**src/rtl/uart_rx_os16.sv**
```systemverilog
// 16x oversampling UART receiver: 2-flop synchroniser, 2-of-3 majority vote per bit,
// optional odd/even parity, stop-bit check and a one-cycle valid strobe per frame.
module uart_rx_os16 #(
  parameter int OS_DIV = 27
) (
  input  logic       clk,
  input  logic       reset,
  input  logic       rx,
  input  logic [1:0] sel,
  output logic [7:0] RX_dataout,
  output logic       rx_valid,
  output logic       parity_error,
  output logic       stop_error,
  output logic       rx_busy
);
  localparam int CW = $clog2(OS_DIV);

  typedef enum logic [2:0] {ARM, IDLE, START, DATA, PARITY, STOP} state_t;
  state_t state, state_nx;

  logic          rx_meta, rxs;
  logic [CW-1:0] pre;
  logic [3:0]    tix;
  logic [1:0]    smp;
  logic [7:0]    shreg;
  logic [2:0]    bitn;
  logic [1:0]    sel_q;
  logic          perr_q;

  logic tick, decide, bit_end, vote, par_on, exp_par, start_det;

  assign tick    = (pre == CW'(OS_DIV - 1));
  assign decide  = tick && (tix == 4'd9);
  assign bit_end = tick && (tix == 4'd15);
  assign vote    = (smp[0] & smp[1]) | (smp[0] & rxs) | (smp[1] & rxs);
  assign par_on  = (sel_q == 2'b01) || (sel_q == 2'b10);
  assign exp_par = (^shreg) ^ (sel_q == 2'b01);

  always_ff @(posedge clk) begin
    if (reset) state <= ARM;
    else       state <= state_nx;
  end

  always_comb begin
    state_nx  = state;
    start_det = 1'b0;
    case (state)
      ARM:    if (rxs) state_nx = IDLE;
      IDLE:   if (!rxs) begin
                start_det = 1'b1;
                state_nx  = START;
              end
      START:  if (decide && vote) state_nx = IDLE;
              else if (bit_end)   state_nx = DATA;
      DATA:   if (bit_end && bitn == 3'd7) state_nx = par_on ? PARITY : STOP;
      PARITY: if (bit_end) state_nx = STOP;
      // Leave at mid-stop-bit so the next start edge is caught without slip.
      STOP:   if (decide) state_nx = vote ? IDLE : ARM;
      default: state_nx = ARM;
    endcase
  end

  always_ff @(posedge clk) begin
    if (reset) begin
      rx_meta      <= 1'b0;
      rxs          <= 1'b0;
      pre          <= '0;
      tix          <= '0;
      smp          <= '0;
      shreg        <= '0;
      bitn         <= '0;
      sel_q        <= '0;
      perr_q       <= 1'b0;
      RX_dataout   <= '0;
      rx_valid     <= 1'b0;
      parity_error <= 1'b0;
      stop_error   <= 1'b0;
      rx_busy      <= 1'b0;
    end else begin
      rx_meta  <= rx;
      rxs      <= rx_meta;
      rx_valid <= 1'b0;

      if (start_det || tick) pre <= '0;
      else                   pre <= pre + CW'(1);

      if (start_det) tix <= '0;
      else if (tick) tix <= tix + 4'd1;

      if (tick && tix == 4'd7) smp[0] <= rxs;
      if (tick && tix == 4'd8) smp[1] <= rxs;

      if (start_det) begin
        sel_q   <= sel;
        rx_busy <= 1'b1;
        bitn    <= '0;
        perr_q  <= 1'b0;
      end

      if (state == START && decide && vote) rx_busy <= 1'b0;

      if (state == DATA && decide)  shreg <= {vote, shreg[7:1]};
      if (state == DATA && bit_end) bitn  <= bitn + 3'd1;

      if (state == PARITY && decide) perr_q <= (vote != exp_par);

      if (state == STOP && decide) begin
        RX_dataout   <= shreg;
        parity_error <= par_on & perr_q;
        stop_error   <= ~vote;
        rx_valid     <= 1'b1;
        rx_busy      <= 1'b0;
      end
    end
  end
endmodule

```
**config.mk**
```make
export PLATFORM = sky130hd
export DESIGN_NAME = uart_rx_os16
export DESIGN_NICKNAME = d
export VERILOG_FILES = /design/src/rtl/uart_rx_os16.sv
export SDC_FILE = /design/constraint.sdc
export NUM_CORES = 1
export LEC_CHECK = 0
export BUFFER_PORTS_ARGS = -buffer_cell sky130_fd_sc_hd__buf_2
export CAP_MARGIN = 20
export CORE_ASPECT_RATIO = 0.8
export CORE_MARGIN = 3
export CORE_UTILIZATION = 62
export DETAILED_ROUTE_END_ITERATION = 7
export PLACE_DENSITY = 0.89
export SLEW_MARGIN = 20
export SYNTH_ARGS = -nofsm -noshare
export SYNTH_HDL_FRONTEND = slang
export SYNTH_SLANG_ARGS = --single-unit
export TNS_END_PERCENT = 20
```
**constraint.sdc**
```tcl
create_clock -name clk -period 2.8 [get_ports clk]
set_input_delay 0.28 -clock clk [delete_from_list [all_inputs] [get_ports clk]]
set_output_delay 0.28 -clock clk [all_outputs]
set_load 0.05 [all_outputs]
```
==> results.json, run 1 <==
{
  "post-dp-hpwl_mm": 2.43,
  "cts_tree": "yes",
  "hold_depth": 2,
  "synth-seq-cells": 42,
  "netlist_top_cells_count": "dfxtp_1 (42), nor2_1 (35), mux2i_1 (20), nand2_1 (16), a21oi_1 (11)",
  "ys_types": 38,
  "hold_slack_ns": 0.214,
  "grt_setup_unrepaired": "false",
  "drive_above_1_share": 0.144,
  "rows": 17,
  "maxSlewViolCount": 0,
  "slew_headroom": 0.586,
  "cts-resized-gates": 0,
  "hp-start": "rx",
  "hold_violations": 0,
  "drc": 0,
  "worstPathRequired_ns": 3.03,
  "postLayoutCoreUtil": 0.748,
  "cp-end-kind": "register",
  "fin_area_mm2": 0.00213,
  "ir_drop_uv": 486,
  "synth_nets": 220,
  "routed_wl_mm": 3.55,
  "yosysTopAreaCellShare": 0.437,
  "slowest_delay_ns": 0.48,
  "worst_pin_slew_ns": 0.622,
  "vias_per_cell": 5.55,
  "cp.arrival_ns": 2.26,
  "yosysWarnings": 0,
  "syn_to_final_growth_pct": 10.7,
  "grt_start_max_net_pins": 39,
  "tns_ns": 0,
  "async_flop_share": 0,
  "fin_skew_ns": 0.00675,
  "num_io_pins": 17,
  "critPathSlowestCell": "and4b_1",
  "cts.sinks": 42,
  "hold_path.class": "input pin to register",
  "postCtsHoldBufs": 0,
  "synth_area_leaders": "dfxtp_1 (44%), mux2i_1 (10%), nor2_1 (6.8%), ha_1 (5.2%), xor2_1 (3.6%)",
  "powerDensity_mw_per_mm2": 618,
  "synth_area_mm2": 0.00193,
  "fin_crit_sh": 0.725,
  "synthFlopType": "dfxtp_1",
  "path_cells": "inv_1 -> ha_1 -> and4b_1 -> nand2_1 -> a32o_1 -> a21oi_1 -> mux2i_1",
  "grt_pass1_wl_mm": 6.39,
  "path_max_fanout": 14,
  "track_usage": 0.221,
  "r2r_slack_ns": 0.77,
  "power.share.sequential": 0.507,
  "min_to": "rx_meta",
  "rr_worst_depth": 7,
  "pre_cts_ws_ns": 0.787,
  "n_antenna_cell": 0,
  "yosysMostFrequentCell": "dfxtp_1",
  "path_buf_inv": 1,
  "synth_top_area_cell": "dfxtp_1",
  "min_period_ns": 2.03,
  "status": "completed",
  "clkLatencyLatePin_ns": 0.30,
  "p_switching_mw": 0.353,
  "place_congestion": 0.848,
  "p_leak_nw": 0.912,
  "comb_power_share": 0.134,
  "drt_iter0_drc": 99,
  "initial_core_util": 0.676,
  "grt.overflow.total": 0,
  "swShare": 0.268,
  "max_freq_mhz": 493,
  "final-setup-viol-count": 0,
  "post_cts_buffers": 0,
  "avgSynthCellArea_um2": 9.30,
  "antenna_left": 0,
  "cts-root-buf": "clkbuf_8",
  "htreeDepth": 2,
  "die_w_um": 68.3,
  "dpl.cell_count": 252,
  "fin_cells": 260,
  "port_buffers": 16,
  "synth-edff-count": 0,
  "clockBufferDepth": 2,
  "grt_pass1_vias": 1379,
  "die_h_um": 55.8,
  "p_clk_frac": 0.360,
  "r2r-start": "pre[0]",
  "r2r-end": "state[1]",
  "worst-setup-path-type": "register to register",
  "clkTransAtPathRegs_ns": 0.08,
  "drt_first_pass_iters": 4,
  "place_area_mm2": 0.00202,
  "dieArea_mm2": 0.00381,
  "core_mm2": 0.00285,
  "antenna_found_initial": 0,
  "num-nets-final": 234,
  "start_kind": "register",
  "ys_seq_area_frac": 0.437,
  "wl_per_cell_um": 13.7,
  "finalWorstSetupSlack_ns": 0.770,
  "num_vias": 1442,
  "cts_buffers": 5,
  "timing.critical_path.max_delay_family": "simple AND/OR/NAND/NOR gates",
  "drv_cap": 0,
  "fin_total_pwr_mw": 1.32,
  "synth_cells": 207,
  "p_int_mw": 0.964
}
[layout by cell type, fill, tap and decap left out, drive strengths merged, types with 2 or more instances in the layout]
| cell type | instances |
|---|---|
| dfxtp | 42 |
| nor2 | 36 |
| mux2i | 20 |
| buf | 17 |
| nand2 | 16 |
| a21oi | 12 |
| xor2 | 8 |
| ha | 8 |
| xnor2 | 6 |
| inv | 5 |
| nand2b | 5 |
| o211ai | 5 |
| clkbuf | 5 |
| nor2b | 3 |
| nor3 | 3 |
| nand3 | 3 |
| nand3b | 3 |
| or3 | 3 |
| nand4 | 2 |
| nand4b | 2 |
| nor3b | 2 |
| o21ai | 2 |
| clkinvlp | 2 |
[cell families after synthesis]
group / synth area share
DFF: 0.437
buffers and inverters: 0.0325
and+or+nand+nor: 0.218
AOI/OAI and AO/OA: 0.0663
adders and majority gates: 0.0578
xor gates and xnor gates: 0.0793
muxes: 0.110
[worst max-delay path by stage]
| stage | start | endpoint | slack (ns) | depth (start not counted) |
|---|---|---|---|---|
| 2_1_floorplan | pre[0] | RX_dataout[0] | 1.09 | 8 |
| 3_3_place_gp | pre[0] | shreg[3] | 0.88 | 7 |
| 3_5_place_dp | pre[0] | shreg[6] | 0.79 | 7 |
| 4_1_cts | pre[0] | state[0] | 0.76 | 7 |
| 5_1_grt | pre[0] | state[0] | 0.50 | 7 |
| 6_report | pre[0] | state[1] | 0.77 | 7 |
[registers in the layout, summed over array words and instances, names as in the netlist]
register and flops:
RX_dataout 8, bitn 3, parity_error 1, perr_q 1, pre 5, rx_busy 1, rx_meta 1, rx_valid 1
rxs 1, sel_q 2, shreg 8, smp 2, state 3, stop_error 1, tix 4
[routing by layer]
metal,global-route usage,wire length [um],vias up,share of wire
li1,-,-,729,-
met2,0.327,1610,32,0.45
met5,0,0,-,0
met4,0.0850,63,0,0.018
met3,0.0606,179,7,0.050
met1,0.304,1690,674,0.48
[layout make-up]
class,instances,area (um2)
Tap cell,38,47.5
Fill cell,213,719
Multi-Input combinational cell,150,1020
Timing Repair Buffer,17,87.6
Inverter,5,18.8
Sequential cell,42,841
Clock buffer,5,68.8
Clock inverter,3,45.0
[power by group through the flow]
stage               Sequential (mW)  Combinational [mW]  Clock [mW]
global placement              0.678               0.171           0
detailed placement            0.680               0.173           0
CTS                           0.667               0.176       0.482
floorplan                     0.673               0.148           0
finish                        0.667               0.176       0.474
global route                  0.674               0.202       0.511
No activity file was read; power rests on OpenSTA's default activity.
==> inputs of run 2 (changes only) <==
--- a/config.mk
+++ b/config.mk
@@ -9,9 +9,9 @@
 export CAP_MARGIN = 20
 export CORE_ASPECT_RATIO = 0.8
 export CORE_MARGIN = 3
-export CORE_UTILIZATION = 62
+export CORE_UTILIZATION = 52
 export DETAILED_ROUTE_END_ITERATION = 7
-export PLACE_DENSITY = 0.89
+export PLACE_DENSITY = 0.8
 export SLEW_MARGIN = 20
 export SYNTH_ARGS = -nofsm -noshare
 export SYNTH_HDL_FRONTEND = slang
==> constraint.sdc (replaced) <==
create_clock -name clk -period 1.8 [get_ports clk]
set_input_delay 0.18 -clock clk [delete_from_list [all_inputs] [get_ports clk]]
set_output_delay 0.18 -clock clk [all_outputs]
set_load 0.05 [all_outputs]
==> run 2 against run 1 <==
First-iteration DRC count shrank 30%. Routed wire length shrank 1.8%. Sequential power grew 54%. Fmax grew 20%. Non-clock buffer count grew 7. Register-to-register slack lost 0.66 ns. Die area grew 17%. Worst hold slack lost 0.12 ns. Clock power grew 51%. Highest routed layer unchanged.
==> results.json, run 2 (same netlist as run 1, synthesis figures left out) <==
{
  "start_kind": "register",
  "n_antenna_cell": 0,
  "grt_start_max_net_pins": 39,
  "die_h_um": 60.4,
  "htreeDepth": 2,
  "worst-setup-path-type": "register to register",
  "initial_core_util": 0.551,
  "grt.overflow.total": 0,
  "drt_iter0_drc": 69,
  "fin_crit_sh": 0.938,
  "min_period_ns": 1.69,
  "slew_headroom": 0.565,
  "drive_above_1_share": 0.183,
  "powerDensity_mw_per_mm2": 945,
  "rows": 19,
  "path_max_fanout": 2,
  "critPathSlowestCell": "dfxtp_1",
  "cp.arrival_ns": 1.92,
  "finalWorstSetupSlack_ns": 0.112,
  "num_io_pins": 17,
  "hold_slack_ns": 0.0971,
  "port_buffers": 16,
  "drc": 0,
  "use_met3": 0.0480,
  "status": "completed",
  "hold_violations": 0,
  "worst_pin_slew_ns": 0.652,
  "postCtsHoldBufs": 0,
  "hold_path.class": "input pin to register",
  "die_w_um": 74.0,
  "mostFrequentLayoutCell": "dfxtp_1",
  "final-setup-viol-count": 0,
  "num-nets-final": 241,
  "vias_per_cell": 5.35,
  "gr-usage-met1": 0.219,
  "path_cells": "inv_1 -> ha_1 -> xor2_1 -> xnor2_2 -> xnor3_1 -> or3_1 -> a21oi_2",
  "postLayoutCoreUtil": 0.627,
  "cts.sinks": 42,
  "pre_cts_ws_ns": 0.0723,
  "track_usage": 0.165,
  "place_congestion": 0.843,
  "cts_tree": "yes",
  "num_vias": 1451,
  "clkTransAtPathRegs_ns": 0.08,
  "grt_setup_unrepaired": "true",
  "fin_skew_ns": 0.00649,
  "drv_cap": 0,
  "routed_wl_mm": 3.49,
  "cts_buffers": 5,
  "slowest_delay_ns": 0.34,
  "mostFrequentLayoutCells": "dfxtp_1 (40), nor2_1 (34), mux2i_1 (20)",
  "clockBufferDepth": 2,
  "grt_use_met2": 0.253,
  "dpl.cell_count": 262,
  "post-dp-hpwl_mm": 2.42,
  "p_leak_nw": 0.951,
  "clkLatencyLatePin_ns": 0.29,
  "dieArea_mm2": 0.00447,
  "top_usage_layer": "met2",
  "core_mm2": 0.00349,
  "cts-root-buf": "clkbuf_8",
  "top_regs": "RX_dataout: 8 flops, shreg: 8 flops, pre: 5 flops",
  "wl_per_cell_um": 12.9,
  "antenna_found_initial": 0,
  "grt_pass1_vias": 1266,
  "cp-end-kind": "register",
  "maxSlewViolCount": 0,
  "ir_drop_uv": 503,
  "fillers": 298,
  "drt_first_pass_iters": 4,
  "syn_to_final_growth_pct": 13.8,
  "fin_cells": 271,
  "grt_pass1_wl_mm": 5.56,
  "antenna_left": 0,
  "max_freq_mhz": 592,
  "worstPathRequired_ns": 2.03
}
==> run 2: changes by cell type in the layout (fill, tap and decap cells not counted), sizes merged <==
| cell | before | now |
|---|---|---|
| buf | 17 | 24 |
| clkbuf | 5 | 7 |
| clkinvlp | 2 | 0 |
==> run 2: layout make-up <==
type	count	area, um2	area share
Timing Repair Buffer	24	140	0.0640
Tap cell	42	52.6	0.0240
Inverter	5	18.8	0.00857
Sequential cell	42	843	0.385
Clock inverter	1	30.0	0.0137
Multi-Input combinational cell	150	1030	0.470
Clock buffer	7	76.3	0.0348
==> run 2: per-stage QoR <==
step                setup TNS (ns)  power (mW)  instance area (um2)
finish                           0        2.07                 2190
global route               -0.0600        2.17                 2190
CTS                              0        2.08                 2170
detailed placement               0        1.36                 2070
global placement                 0        1.36                 2070
floorplan                        0        1.28                 1930
==> run 2: timing repair <==
action                     CTS  global route
gates resized for setup      0             5
setup endpoints to repair    0            12
setup buffers                0             1
==> run 2: layer usage <==
| layer | vias to the layer above | share of wire |
|---|---|---|
| met5 | - | 0 |
| met4 | 0 | 0.016 |
| met3 | 7 | 0.044 |
| met2 | 25 | 0.43 |
| met1 | 676 | 0.51 |
| li1 | 743 | - |
==> run 2: worst max-delay path, delay by kind of cell (launching register included) <==
| family | cells | cell delay, ns |
|---|---|---|
| XOR/XNOR | 3 | 0.57 |
| flip-flops | 1 | 0.34 |
| AND/OR/NAND/NOR | 1 | 0.33 |
| adder cells (fa/ha/maj) | 1 | 0.19 |
| AO/OA/AOI/OAI | 1 | 0.13 |
| buffers and inverters | 1 | 0.05 |
==> run 2: path summary, 6_finish.rpt <==
path         cells past startpoint  startpoint  endpoint  slack [ns]
max                              7    sel_q[1]    perr_q        0.11
min reg2reg                      1     rx_meta       rxs        0.44
min                              2          rx   rx_meta         0.1
max reg2reg                      7    sel_q[1]    perr_q        0.11
==> run 2: report_power, final <==
part | internal, mW | switching [mW] | leakage (nW) | total (mW)
clock network | 0.415 | 0.302 | 0.0524 | 0.717
logic | 0.138 | 0.186 | 0.558 | 0.324
registers | 0.977 | 0.0510 | 0.341 | 1.03
